==> config.mk <==
export PLATFORM = sky130hd
export DESIGN_NAME = prio_scan_encoder
export DESIGN_NICKNAME = d
export VERILOG_FILES = /design/src/rtl/prio_enc_pkg.sv /design/src/rtl/prio_idx.sv /design/src/rtl/prio_scan_encoder.sv
export SDC_FILE = /design/constraint.sdc
export NUM_CORES = 1
export LEC_CHECK = 0
export ABC_AREA = 1
export BUFFER_PORTS_ARGS = -buffer_cell sky130_fd_sc_hd__buf_2
export CAP_MARGIN = 20
export CELL_PAD_IN_SITES_DETAIL_PLACEMENT = 1
export CELL_PAD_IN_SITES_GLOBAL_PLACEMENT = 1
export CORE_UTILIZATION = 23
export CTS_BUF_LIST = sky130_fd_sc_hd__clkbuf_4 sky130_fd_sc_hd__clkbuf_8 sky130_fd_sc_hd__clkbuf_16
export CTS_CLUSTER_DIAMETER = 100
export CTS_CLUSTER_SIZE = 24
export DETAILED_ROUTE_END_ITERATION = 6
export GPL_TIMING_DRIVEN = 0
export PLACE_DENSITY_LB_ADDON = 0.1
export SYNTH_ARGS = -nofsm -noshare
export SYNTH_HDL_FRONTEND = slang
export SYNTH_SLANG_ARGS = --single-unit
==> constraint.sdc <==
create_clock -name clk -period 2.6 [get_ports clk]
set_input_delay 0.26 -clock clk [delete_from_list [all_inputs] [get_ports clk]]
set_output_delay 0.26 -clock clk [all_outputs]
set_load 0.02 [all_outputs]
==> src/rtl/prio_enc_pkg.sv <==
// Shared types for the priority scan encoder: FSM state encoding and the index-width rule.
package prio_enc_pkg;

   typedef enum logic {
      IDLE = 1'b0,
      SCAN = 1'b1
   } state_t;

   function automatic int idx_width(input int width);
      return ($clog2(width) > 1) ? $clog2(width) : 1;
   endfunction

endpackage

==> src/rtl/prio_idx.sv <==
// Combinational priority pick: index of the lowest (or highest when MSB_FIRST) set bit, plus a found flag.
module prio_idx
   import prio_enc_pkg::*;
#(
   parameter int WIDTH = 8,
   parameter int MSB_FIRST = 0,
   localparam int IDX_W = idx_width(WIDTH)
) (
   input  logic [WIDTH-1:0] vec,
   output logic [IDX_W-1:0] idx,
   output logic             found
);

   // Scan toward the preferred end so the last hit seen is the winning one.
   always_comb begin
      idx   = '0;
      found = 1'b0;
      if (MSB_FIRST != 0) begin
         for (int i = 0; i < WIDTH; i++) begin
            if (vec[i]) begin
               idx   = IDX_W'(i);
               found = 1'b1;
            end
         end
      end else begin
         for (int i = WIDTH - 1; i >= 0; i--) begin
            if (vec[i]) begin
               idx   = IDX_W'(i);
               found = 1'b1;
            end
         end
      end
   end

endmodule

==> src/rtl/prio_scan_encoder.sv <==
// Captures a multi-hot vector and emits one registered beat per set bit (one beat, out_none, if zero); first beat one cycle after capture, beats held under out_ready=0.
// Build option PRIO_SCAN_PARITY_EN adds even parity over out_idx on out_par; otherwise out_par is tied 0.
module prio_scan_encoder
   import prio_enc_pkg::*;
#(
   parameter int WIDTH = 8,
   parameter int MSB_FIRST = 0,
   localparam int IDX_W = idx_width(WIDTH)
) (
   input  logic             clk,
   input  logic             rst,
   input  logic             en,
   input  logic             in_valid,
   output logic             in_ready,
   input  logic [WIDTH-1:0] in_data,
   output logic             out_valid,
   input  logic             out_ready,
   output logic [IDX_W-1:0] out_idx,
   output logic             out_last,
   output logic             out_none,
   output logic             out_par
);

   localparam logic [WIDTH-1:0] ONE = WIDTH'(1);

   state_t           state_q, state_d;
   logic [WIDTH-1:0] pending_q, pending_d;
   logic             out_valid_q, out_valid_d;
   logic [IDX_W-1:0] out_idx_q, out_idx_d;
   logic             out_last_q, out_last_d;
   logic             out_none_q, out_none_d;

   logic [IDX_W-1:0] nxt_idx;
   logic             nxt_found;
   logic             fire;
   logic             cap;

   assign fire     = out_valid_q & out_ready;
   assign in_ready = en & ((state_q == IDLE) | (fire & out_last_q));
   assign cap      = in_valid & in_ready;

   // Outputs are registered, so the picker looks at the pending value the next cycle will hold.
   prio_idx #(
      .WIDTH     (WIDTH),
      .MSB_FIRST (MSB_FIRST)
   ) u_idx (
      .vec   (pending_d),
      .idx   (nxt_idx),
      .found (nxt_found)
   );

   always_comb begin
      state_d    = state_q;
      pending_d  = pending_q;
      out_none_d = out_none_q;
      if (cap) begin
         state_d    = SCAN;
         pending_d  = in_data;
         out_none_d = (in_data == '0);
      end else if (fire) begin
         pending_d = pending_q & ~(ONE << out_idx_q);
         if (out_last_q) begin
            state_d = IDLE;
         end
      end

      out_valid_d = (state_d == SCAN);
      out_idx_d   = '0;
      out_last_d  = 1'b0;
      if (state_d == SCAN) begin
         out_idx_d  = nxt_idx;
         out_last_d = out_none_d | (nxt_found & ((pending_d & (pending_d - ONE)) == '0));
      end else begin
         out_none_d = 1'b0;
      end
   end

`ifdef PRIO_SCAN_PARITY_EN
   logic out_par_q, out_par_d;

   assign out_par_d = out_valid_d & (^out_idx_d);
   assign out_par   = out_par_q;
`else
   assign out_par = 1'b0;
`endif

   always_ff @(posedge clk or posedge rst) begin
      if (rst) begin
         state_q     <= IDLE;
         pending_q   <= '0;
         out_valid_q <= 1'b0;
         out_idx_q   <= '0;
         out_last_q  <= 1'b0;
         out_none_q  <= 1'b0;
`ifdef PRIO_SCAN_PARITY_EN
         out_par_q   <= 1'b0;
`endif
      end else begin
         state_q     <= state_d;
         pending_q   <= pending_d;
         out_valid_q <= out_valid_d;
         out_idx_q   <= out_idx_d;
         out_last_q  <= out_last_d;
         out_none_q  <= out_none_d;
`ifdef PRIO_SCAN_PARITY_EN
         out_par_q   <= out_par_d;
`endif
      end
   end

   assign out_valid = out_valid_q;
   assign out_idx   = out_idx_q;
   assign out_last  = out_last_q;
   assign out_none  = out_none_q;

endmodule

## Word level (Yosys, flattened, before mapping)

Cells that the tools add are included.

| cells by class | value |
|---|---|
| add/sub/neg operators | 1 |
| shifts and indexed selects | 1 |
| muxes and demuxes | 25 |
| bitwise logic cells | 11 |
| reduce and logical (&&, ||, !) cells | 2 |

Operators with widths:

| operator | count |
|---|---|
| two-way mux 3 bit | 9 |
| AND 8 bit | 2 |
| zero test 8 bit | 2 |
| two-way mux 8 bit | 2 |
| two-way mux 1 bit | 14 |
| inverter 8 bit | 1 |
| left shift 1 x 3 -> 8 bit (first input constant) | 1 |
| subtractor 8 x 1 -> 8 bit (second input constant) | 1 |
| AND 1 bit | 5 |
| bitwise OR 1 bit | 2 |
| inverter 1 bit | 1 |

| storage, ports and cells | value |
|---|---|
| bits in registers | 14 |
| input port bits | 13 |
| output and inout bits | 8 |
| logic and storage cells | 45 |

## Logic depth before layout (Yosys ltp)

Gate-level depths: netlist (run 1).

| depth | value |
|---|---|
| depth after elaboration | 17 |
| depth in mapped cells | 14 |
| depth with buffers taken out | 13 |

## By module

From an unflattened synthesis (run 1), not the netlist that was laid out.

| unflattened totals | value |
|---|---|
| cells, all modules | 139 |
| area total of the unflattened synthesis | 940.9 sq um |

Modules (own cells, without submodules):

| module | instances | cells each | area each (sq um) | sequential area each (sq um) |
|---|---|---|---|---|
| prio_scan_encoder | 1 | 117 | 842.1 | 350.3 |
| prio_idx | 1 | 22 | 98.8 | 0.0 |

## Worst setup path before layout (run 1)

OpenSTA, ideal clock, no wires.

| timing | value |
|---|---|
| path type | flip-flop to flip-flop |
| start point | register out_last_q, in the netlist out_last |
| end point | register out_last_q, in the netlist out_last |
| library setup time | 0.117 ns |
| arrival | 1.437 ns |
| data required time | 2.483 ns |
| setup slack | 1.045 ns |
| cell stages (with the launch flop) | 13 |
| buffers on the path | 1 |
| clock period less this slack | 1.555 ns |
| cell sequence | dfrtp_1 nand2_1 nand2_2 nand3_4 inv_4 buf_8 nand2_4 nand2_4 nand2_2 o21ai_0 nand2_1 nand3_1 nand2_1 |

| between the ends | value |
|---|---|
| longest elaborated chain between the ends | 16 |
| elaborated cells between the ends (all ways) | 23 |
| those cells by class | 1 x add/sub; 14 x mux; 7 x bitwise; 1 x reduce/logical |

RTL lines:

| item | RTL line | RTL |
|---|---|---|
| start, declared | prio_scan_encoder.sv:30 | `logic out_last_q, out_last_d;` |
| start signal, assigned | prio_scan_encoder.sv:103 | `out_last_q <= out_last_d;` |
| parallel branches: the longest is 15 deep, another holds subtractor 8 x 1 -> 8 bit | -- |  |
| two-way mux 1 bit * | prio_scan_encoder.sv:70 | `if (state_d == SCAN) begin` |
| named net out_last_d | prio_scan_encoder.sv:30 |  |

Mark *: on every way through the listed nets, which the timed path passes.

## Worst setup path in the final report (run 1)

| timing | value |
|---|---|
| start point | register out_valid_q, in the netlist out_valid |
| end point | register out_last_q, in the netlist out_last |

| between the ends | value |
|---|---|
| longest elaborated chain between the ends | 17 |
| elaborated cells between the ends (all ways) | 26 |
| those cells by class | 1 x add/sub; 15 x mux; 9 x bitwise; 1 x reduce/logical |

RTL lines:

| item | RTL line | RTL |
|---|---|---|
| start, declared | prio_scan_encoder.sv:28 | `logic out_valid_q, out_valid_d;` |
| start signal, assigned | prio_scan_encoder.sv:101 | `out_valid_q <= out_valid_d;` |
| parallel branches: the longest is 16 deep, another holds subtractor 8 x 1 -> 8 bit | -- |  |
| two-way mux 1 bit * | prio_scan_encoder.sv:70 |  |
| named net out_last_d | prio_scan_encoder.sv:30 |  |

Marks and branches as above.

==> results of run 1 <==
-- worst reg2reg max path, stage by stage (launching register included) --
cell and delay [ns]:
dfrtp_1 0.37, nand2_1 0.09, nor2_2 0.16, nand2_1 0.15, nand2_1 0.09, nand2_1 0.05
nand2_1 0.16, nand2_4 0.08, o21ai_0 0.18, nand2_1 0.07, nand3_1 0.08, nand2_1 0.05
-- cell families (layout without fill, tap and decap cells) --
group | count (synthesis) | after routing | synth area share, %
and+or+nand+nor | 100 | 100 | 49.6
buffers and inverters | 18 | 41 | 9.54
DFF | 14 | 14 | 36.1
AOI/OAI and AO/OA | 7 | 7 | 4.38
other | 1 | 1 | 0.386
-- final timing paths --
kind / start / endpoint / slack (ns) / cells after the start
setup / recovery: out_valid / out_last / 0.96 / 11
hold / removal: rst / pending_q[5] / 0.07 / 2
setup reg to reg: out_valid / out_last / 0.96 / 11
hold reg to reg: pending_q[4] / pending_q[4] / 0.53 / 2
max in group asynchronous: rst / out_idx[1] / 2.14 / 2
min in group clk: in_data[1] / pending_q[1] / 0.26 / 3
-- through the flow --
step	area (um2)	utilization (%)	setup slack (ns)	hold slack, ns	instances
detailed placement	1130	28.0	0.930	0.361	209
CTS	1180	29.4	0.919	0.0870	213
global route	1180	29.4	0.745	0.102	213
finish	1180	29.4	0.956	0.0685	213
floorplan	971	-	1.05	0.149	140
global placement	1130	28.0	0.948	0.354	209
-- layer usage --
metal	wire [um]	GRT usage, %	vias up
li1	-	-	477
met1	1250	17.2	433
met2	1290	24.4	14
met3	70	2.05	5
met4	40	5.59	0
met5	0	0	-
-- state kept, by name, summed over array words and instances (netlist names) --
name	count
out_idx	3
out_none	1
out_valid	1
out_last	1
pending_q	8
-- layout make-up --
type                       instances  area [um2]  area share (%)
inverter                          15        58.8            4.97
timing repair buffer              19        95.1            8.03
tap                               50        62.6            5.29
multi-input combinational        108         528            44.6
sequential                        14         350            29.6
clock buffer                       4        55.1            4.65
buffer                             3        33.8            2.85
-- power by group through the flow --
stage	Sequential (mW)	Clock, mW	Combinational (mW)
final	0.350	0.219	0.732
after global routing	0.366	0.238	0.842
after global placement	0.352	0	0.729
after CTS	0.352	0.231	0.742
after detailed placement	0.356	0	0.734
after floorplan	0.380	0	0.540
-- cells in the final DEF, fill, tap and decap left out, types with 2 or more instances in the layout --
master	n
dfrtp_1	14
a21oi_1	3
nor2_1	9
nand3_1	10
nand2_1	61
buf_2	19
clkbuf_8	4
inv_1	14
nor2_2	3
o21ai_2	2
nand2_2	5
nand2_4	5
==> out/results.ini, run 1 <==
[route]
first_iter_violations = 15
dr_total_vias = 929
avgViaCountPerCell = 4.36
wl_per_cell_um = 12.5
wl_um = 2650
drc = 0
first_pass_iters = 4
antenna_left = 0

[grt]
antenna_found_initial = 0
grt_pass1_vias = 965
grt.total_usage_pct = 14.1
grt_pass1_wl_um = 4540
overflow = 0
grt_max_degree = 15

[timing]
finalSetupTns_ns = 0
post-route-period-util_pct = 63.2
final_hold_viol_count = 0
grt_setup_unrepaired = no
maxSlewViolCount = 0
setup_viol = 0
layout_min_cycle_time_ns = 1.64
fmax_mhz = 608
fin_skew_ns = 0.00383
worstMarginPinSlew_ns = 0.598
maxSlewHeadroom_pct = 60.1

[flow_run]
drv_cap = 0

[critical_path]
critPathCaptureType = flip-flop
worstPathCellList = nand2_1 -> nor2_2 -> nand2_1 -> nand2_1 -> nand2_1 -> nand2_1 -> nand2_4 -> o21ai_0 -> nand2_1 -> nand3_1 -> nand2_1
cp_slowest_cell = dfrtp_1
cp_max_fo = 4
crit_required_ns = 2.74
critPathTopFamily = simple AND/OR/NAND/NOR gates
slowest_delay_ns = 0.37
path_common_cell = nand2_1
cp-start-kind = flip-flop
critPathKind = reg -> reg
path_buf_inv = 0
cp.arrival_ns = 1.78

[yosys]
synth_edf_count = 0
yosysTopAreaCellShare_pct = 36.1
ys_types = 24
synth_top_area_cell = dfrtp_1
synth.area.top_cells = dfrtp_1 36%, nand2_1 24%, nand2_4 5.8%
synthFlopType = dfrtp_1
yosysSeqAreaShare_pct = 36.1
synthCells = 140
syn_area_um2 = 971
ys_seq_elements = 14
yosys_warnings = 0
synth.avg_cell_area_um2 = 6.94
synth_common_cells = 61 x nand2_1, 14 x dfrtp_1, 14 x inv_1, 10 x nand3_1, 9 x nor2_1
yosysMostFrequentCell = nand2_1
async_flop_share_pct = 100
synth_fp_nets = 153

[outcome]
status = finished, final reports clean

[worst_hold_path]
worst_hold_path_type = in -> async

[place]
dp_hpwl_um = 2180
portBuffers = 19
place_congestion = 0.792

[power]
p_sw_share_pct = 46.9
power_density_nw_per_um2 = 1100
p_leak_nw = 0.666
switching_power_uw = 610
comb_power_share_pct = 56.2
peakVddDrop_uv = 344
pwr-share-clk_pct = 16.8
intPower_uw = 691
power_frac_seq_pct = 26.9
p_total_mw = 1.30

[cts]
cts_buffer_depth = 2
cts-htree-levels = 1
post_cts_resize_count = 0
cts_inserted_buffers = 3
path_clk_slew_ns = 0.06
cts-hold-fix-buffers = 0
cts_tree = yes
clock-root-buffer = clkbuf_8
cts_num_sinks = 14
postCtsSetupBuffers = 0
worstSkewPairLatency_ns = 0.25

[floorplanning]
io_pins = 21
die_area_um2 = 4480
core_area_um2 = 4030
die_height_um = 67.0
die-width_um = 67.0
rows = 23
start_util_pct = 24.1

[layout]
layout-drive-gt1-share_pct = 27.6
area_growth_pct = 21.9
antenna_cells = 0
n_fill_cell = 513
nets = 177

No activity file was read; power rests on OpenSTA's default activity.
==> inputs of run 2 (changes only) <==
==> constraint.sdc (replaced) <==
create_clock -name clk -period 1.5 [get_ports clk]
set_input_delay 0.15 -clock clk [delete_from_list [all_inputs] [get_ports clk]]
set_output_delay 0.15 -clock clk [all_outputs]
set_load 0.02 [all_outputs]
==> out/results.ini, run 2 (same netlist as run 1, synthesis figures left out) <==
[layout]
final_common_cell = nand2_1
antenna_cells = 0  ; unchanged
regMostFlops = pending_q
nets = 189  ; +6.8%
area_growth_pct = 46.0
fin_util_pct = 35.2  ; +5.8 points
final_cell_mix = 42 x nand2_1, 22 x nand2_2, 19 x buf_2
layout-drive-gt1-share_pct = 49.1  ; +22 points
final_cell_area_um2 = 1420  ; +20%
largest_register_ffs = 8  ; unchanged

[critical_path]
startpoint = out_valid
critPathTopFamily = simple AND/OR/NAND/NOR gates
path_common_cell = nand2_1
cp_max_fo = 6  ; +2
crit_required_ns = 1.64  ; -1.10 ns
r2r-end = out_last
critPathCaptureType = flip-flop
cp_slowest_cell = dfrtp_2
worstRegToRegCells = 12  ; +1
r2r_setup_slack_ns = -0.04  ; -1.00 ns
cp.arrival_ns = 1.69  ; -0.09 ns
slowest_delay_ns = 0.43  ; +0.06 ns
path_buf_inv = 2  ; +2
r2r-start = out_valid
critPathKind = reg -> reg
worstPathCellList = nand2_4 -> nand3_4 -> buf_6 -> buf_6 -> nand3_2 -> nand2_2 -> nor2_4 -> nand2_1 -> nand2_2 -> nand2_1 -> nand3_1 -> nand2_1
cp-start-kind = flip-flop

[grt]
grt_pass1_vias = 1043  ; +8.1%
grt_pass1_wl_um = 4850  ; +6.8%
grt.total_usage_pct = 15.0  ; +0.93 points
overflow = 0  ; unchanged
antenna_found_initial = 0  ; unchanged
grt_max_degree = 15  ; unchanged

[timing]
finalSetupTns_ns = -0.0428  ; -0.0428 ns
worstMarginPinSlew_ns = 0.601  ; +0.00327 ns
final_hold_viol_count = 0  ; unchanged
fmax_mhz = 648  ; +6.5%
grt_setup_unrepaired = yes
fin_skew_ns = 0.00247  ; -0.00137 ns
maxSlewHeadroom_pct = 59.9  ; -0.22 points
layout_min_cycle_time_ns = 1.54  ; -0.101 ns
post-route-period-util_pct = 103  ; +40 points
setup_viol = 1  ; +1
maxSlewViolCount = 0  ; unchanged
fin_ws_ns = -0.0428  ; -0.999 ns

[place]
portBuffers = 19  ; unchanged
dpl-instance-area_um2 = 1130  ; +0.22%
dp_hpwl_um = 2140  ; -1.9%
place_congestion = 0.797  ; +0.59%
dpl_worst_slack_ns = -0.168  ; -1.10 ns

[cts]
cts_inserted_buffers = 3  ; unchanged
cts_tree = yes
worstSkewPairLatency_ns = 0.25  ; about the same
cts_buffer_depth = 2  ; unchanged
clock-root-buffer = clkbuf_8
path_clk_slew_ns = 0.07  ; about the same
cts_num_sinks = 14  ; unchanged
cts-htree-levels = 1  ; unchanged

[worst_hold_path]
worst_hold_path_type = in -> reg
worstHoldPathCells = 3
min_from = in_data[2]
min_to = pending_q[2]

[power]
power_frac_seq_pct = 24.1  ; -2.8 points
comb_power_share_pct = 61.2  ; +5.0 points
p_sw_share_pct = 46.3  ; -0.60 points
intPower_mw = 1.40  ; +100%
pwr-share-clk_pct = 14.7  ; -2.1 points
peakVddDrop_uv = 545  ; +58%
p_leak_nw = 0.754  ; +13%
power_density_nw_per_um2 = 1840  ; +67%
switching_power_mw = 1.21  ; +98%

[floorplanning]
rows = 23  ; unchanged
die_height_um = 67.0  ; unchanged
die-width_um = 67.0  ; unchanged
start_util_pct = 24.1  ; unchanged
core_area_um2 = 4030  ; unchanged
die_area_um2 = 4480  ; unchanged
io_pins = 21  ; unchanged

[route]
first_iter_violations = 24  ; +9
wl_um = 2800  ; +5.5%
antenna_left = 0  ; unchanged
wl_per_cell_um = 12.4  ; -0.16%
drc = 0  ; unchanged
avgViaCountPerCell = 4.22  ; -3.3%
first_pass_iters = 4  ; unchanged
dr_total_vias = 949  ; +2.2%

[outcome]
status = finished with violations
violations = negative setup slack

[flow_run]
drv_cap = 0  ; unchanged

==> run 2: cell count changes in the layout (fill, tap and decap cells not counted), moves of 3 or more <==
cell	delta
nand3_1	-3
nand3_2	+3
buf_4	+8
nand2_1	-19
nor2_4	+3
nand2_2	+17
==> run 2: timing repair <==
action / in CTS / in global routing
endpoints found under the hold margin: 14 / 0
resized for setup: 34 / 6
cloned: 1 / 0
endpoints found under the setup margin: 3 / 4
buffers inserted: 9 / 2
hold buffers: 1 / 0
pin swaps: 23 / 1
==> run 2: cell type report <==
| class | instances | area (um2) |
|---|---|---|
| tap | 50 | 62.6 |
| clock buffer | 4 | 55.1 |
| fill | 512 | 2610 |
| timing repair buffer | 32 | 230 |
| multi-input combinational | 108 | 636 |
| inverter | 15 | 58.8 |
| buffer | 2 | 22.5 |
| sequential | 14 | 353 |
==> run 2: how the worst max path moves through the flow <==
stage               cells past startpoint  endpoint  slack, ns
finish                                 12  out_last      -0.04
global route                           12  out_last      -0.18
CTS                                    13  out_last      -0.08
detailed placement                     11  out_last      -0.17
global placement                       11  out_last      -0.14
floorplan                              13  out_last     -0.008
==> run 2: metal layers <==
layer	vias up	track usage (%)	share of wire (%)
met5	-	0	0
met4	0	4.79	1.2
met3	5	2.23	2.4
met2	11	25.5	50
met1	435	19.2	46
li1	498	-	-
==> run 2: per-stage QoR <==
step	std cells	power, mW	hold slack, ns
finish	225	2.60	0.156
floorplan	140	1.60	0.0391
CTS	223	2.57	0.155
global placement	209	1.88	0.245
detailed placement	209	1.89	0.251
global route	225	2.88	0.167
==> run 2: worst min-delay path: cells and delay by family <==
family,cells,cell delay (ns)
buffers and inverters,1,0.11
and+or+nand+nor,2,0.12
==> run 2: power by group through the flow <==
| stage | registers [mW] | logic, mW | clock network (mW) |
|---|---|---|---|
| after floorplan | 0.662 | 0.936 | 0 |
| after global placement | 0.613 | 1.26 | 0 |
| final | 0.627 | 1.59 | 0.383 |
| after global routing | 0.652 | 1.81 | 0.415 |
| after detailed placement | 0.620 | 1.27 | 0 |
| after CTS | 0.624 | 1.56 | 0.394 |
==> inputs of run 3 (changes only) <==
--- a/config.mk
+++ b/config.mk
@@ -10,6 +10,7 @@
 export CAP_MARGIN = 20
 export CELL_PAD_IN_SITES_DETAIL_PLACEMENT = 1
 export CELL_PAD_IN_SITES_GLOBAL_PLACEMENT = 1
+export CORE_ASPECT_RATIO = 0.9
 export CORE_UTILIZATION = 23
 export CTS_BUF_LIST = sky130_fd_sc_hd__clkbuf_4 sky130_fd_sc_hd__clkbuf_8 sky130_fd_sc_hd__clkbuf_16
 export CTS_CLUSTER_DIAMETER = 100
==> constraint.sdc (replaced) <==
create_clock -name clk -period 1.5 [get_ports clk]
set_input_delay 0.15 -clock clk [delete_from_list [all_inputs] [get_ports clk]]
set_output_delay 0.15 -clock clk [all_outputs]
set_load 0.1 [all_outputs]
==> out/results.ini, run 3 (same netlist as run 1, synthesis figures left out) <==
[outcome]
status = finished with violations
violations = design-rule violations, negative setup slack

[place]
dpl-instance-area_um2 = 1150  ; +1.8%
place_congestion = 0.770  ; -3.4%
dp_hpwl_um = 2300  ; +7.4%
dpl_worst_slack_ns = -0.275  ; -0.108 ns
portBuffers = 19  ; unchanged
dp.cells = 207  ; -0.96%

[cts]
cts_buffer_depth = 2  ; unchanged
cts_tree = yes
cts_num_sinks = 14  ; unchanged
clock-root-buffer = clkbuf_8
cts_inserted_buffers = 3  ; unchanged
worstSkewPairLatency_ns = 0.25  ; about the same
cts-htree-levels = 1  ; unchanged
path_clk_slew_ns = 0.07  ; about the same

[critical_path]
cp-start-kind = flip-flop
critPathCaptureType = flip-flop
worstRegToRegCells = 12  ; unchanged
r2r-start = out_valid
cp.arrival_ns = 1.83  ; +0.14 ns
r2r-end = out_last
path_buf_inv = 2  ; unchanged
worstPathCellList = nand2_8 -> nand3_4 -> buf_6 -> buf_6 -> nand3_4 -> nand2_4 -> nor2_4 -> nand2_2 -> nand2_2 -> nand2_1 -> nand3_1 -> nand2_1
crit_required_ns = 1.64  ; about the same
slowest_delay_ns = 0.52  ; +0.09 ns
cp_slowest_cell = dfrtp_4
worst-path-stages = 12  ; unchanged
critPathKind = reg -> reg
critPathTopFamily = simple AND/OR/NAND/NOR gates
r2r_setup_slack_ns = -0.19  ; -0.15 ns
cp_max_fo = 4  ; -2

[worst_hold_path]
min_to = pending_q[3]
min_from = in_data[3]
worstHoldPathCells = 3  ; unchanged
worst_hold_path_type = in -> reg

[layout]
final_common_cell = nand2_1
nets = 190  ; +0.53%
area_growth_pct = 51.9
antenna_cells = 0  ; unchanged
layout-drive-gt1-share_pct = 45.5  ; -3.7 points
largest_register_ffs = 8  ; unchanged
final_cell_area_um2 = 1480  ; +4.1%
final_cell_mix = 50 x nand2_1, 18 x buf_2, 14 x inv_1
regMostFlops = pending_q
fin_util_pct = 36.2  ; +1.0 points
stdcell_count = 224  ; -0.44%

[route]
avgViaCountPerCell = 4.53  ; +7.4%
wl_um = 3190  ; +14%
antenna_left = 0  ; unchanged
wl_per_cell_um = 14.2  ; +14%
first_pass_iters = 6  ; +2
dr_total_vias = 1015  ; +7.0%
drc = 2  ; +2
first_iter_violations = 23  ; -4.2%

[floorplanning]
io_pins = 21  ; unchanged
rows = 22  ; -4.3%
core_area_um2 = 4070  ; +1.1%
die-width_um = 70.5  ; +5.2%
die_area_um2 = 4490  ; about the same
die_height_um = 63.6  ; -5.0%
start_util_pct = 23.8  ; -0.27 points

[timing]
maxSlewHeadroom_pct = 60.6  ; +0.76 points
fmax_mhz = 592  ; -8.7%
final_hold_viol_count = 0  ; unchanged
worstMarginPinSlew_ns = 0.590  ; -0.0113 ns
post-route-period-util_pct = 113  ; +9.8 points
fin_skew_ns = 0.00438  ; +0.00191 ns
layout_min_cycle_time_ns = 1.69  ; +0.147 ns
holdWs_ns = 0.143  ; -0.0136 ns
finalSetupTns_ns = -0.549  ; -0.507 ns
maxSlewViolCount = 0  ; unchanged
setup_viol = 5  ; +4
grt_setup_unrepaired = yes
fin_ws_ns = -0.190  ; -0.147 ns

[grt]
grt_pass1_wl_um = 5350  ; +10%
antenna_found_initial = 0  ; unchanged
grt.total_usage_pct = 15.6  ; +0.63 points
overflow = 0  ; unchanged
grt_pass1_vias = 1058  ; +1.4%
grt_max_degree = 15  ; unchanged

[power]
p_leak_nw = 0.765  ; +1.5%
peakVddDrop_uv = 482  ; -12%
p_total_mw = 3.08  ; +18%
power_density_nw_per_um2 = 2090  ; +14%

[flow_run]
drv_cap = 0  ; unchanged

## run 3: cell count changes in the layout (fill, tap and decap cells not counted), sizes merged
cell	previous run	this run
nand3	12	13
## run 3: report_power, final
part	internal, mW	switching [mW]	total [mW]	leakage, nW
Sequential	0.546	0.111	0.657	0.172
Combinational	0.683	1.35	2.04	0.564
Clock	0.233	0.151	0.384	0.0288
## run 3: per-layer routing
metal	up-vias	global-route usage [%]	wire length (um)
met4	0	4.08	38
met2	13	26.5	1560
met3	4	1.92	61
met1	491	21.0	1530
li1	507	-	-
met5	-	0	0
## run 3: worst max-delay path by stage
stage              start  endpoint  slack [ns]
3_5_place_dp   out_valid  out_last       -0.28
3_3_place_gp   out_valid  out_last       -0.26
2_1_floorplan   out_last  out_last       -0.23
4_1_cts        out_valid  out_last       -0.17
6_report       out_valid  out_last       -0.19
5_1_grt        out_valid  out_last       -0.30
## run 3: cell type report
cell class	count	area (um2)
tap	48	60.1
multi-input combinational	109	642
buffer	3	42.5
timing repair buffer	31	250
inverter	15	61.3
clock buffer	4	55.1
sequential	14	364
fill	505	2600
## run 3: worst reg2reg max path: stages, from the launching register on
cell and delay, ns:
dfrtp_4 0.52, nand2_8 0.10, nand3_4 0.10, buf_6 0.16, buf_6 0.11, nand3_4 0.07, nand2_4 0.07, nor2_4 0.13
nand2_2 0.06, nand2_2 0.07, nand2_1 0.05, nand3_1 0.08, nand2_1 0.06
## run 3: what timing repair did
action                     CTS  global route
cloned                       3             0
resized for setup           24             9
setup buffers                8             1
hold buffers                 1             0
pin swaps                   12             4
hold endpoints to repair    14             0
setup endpoints to repair    5             5
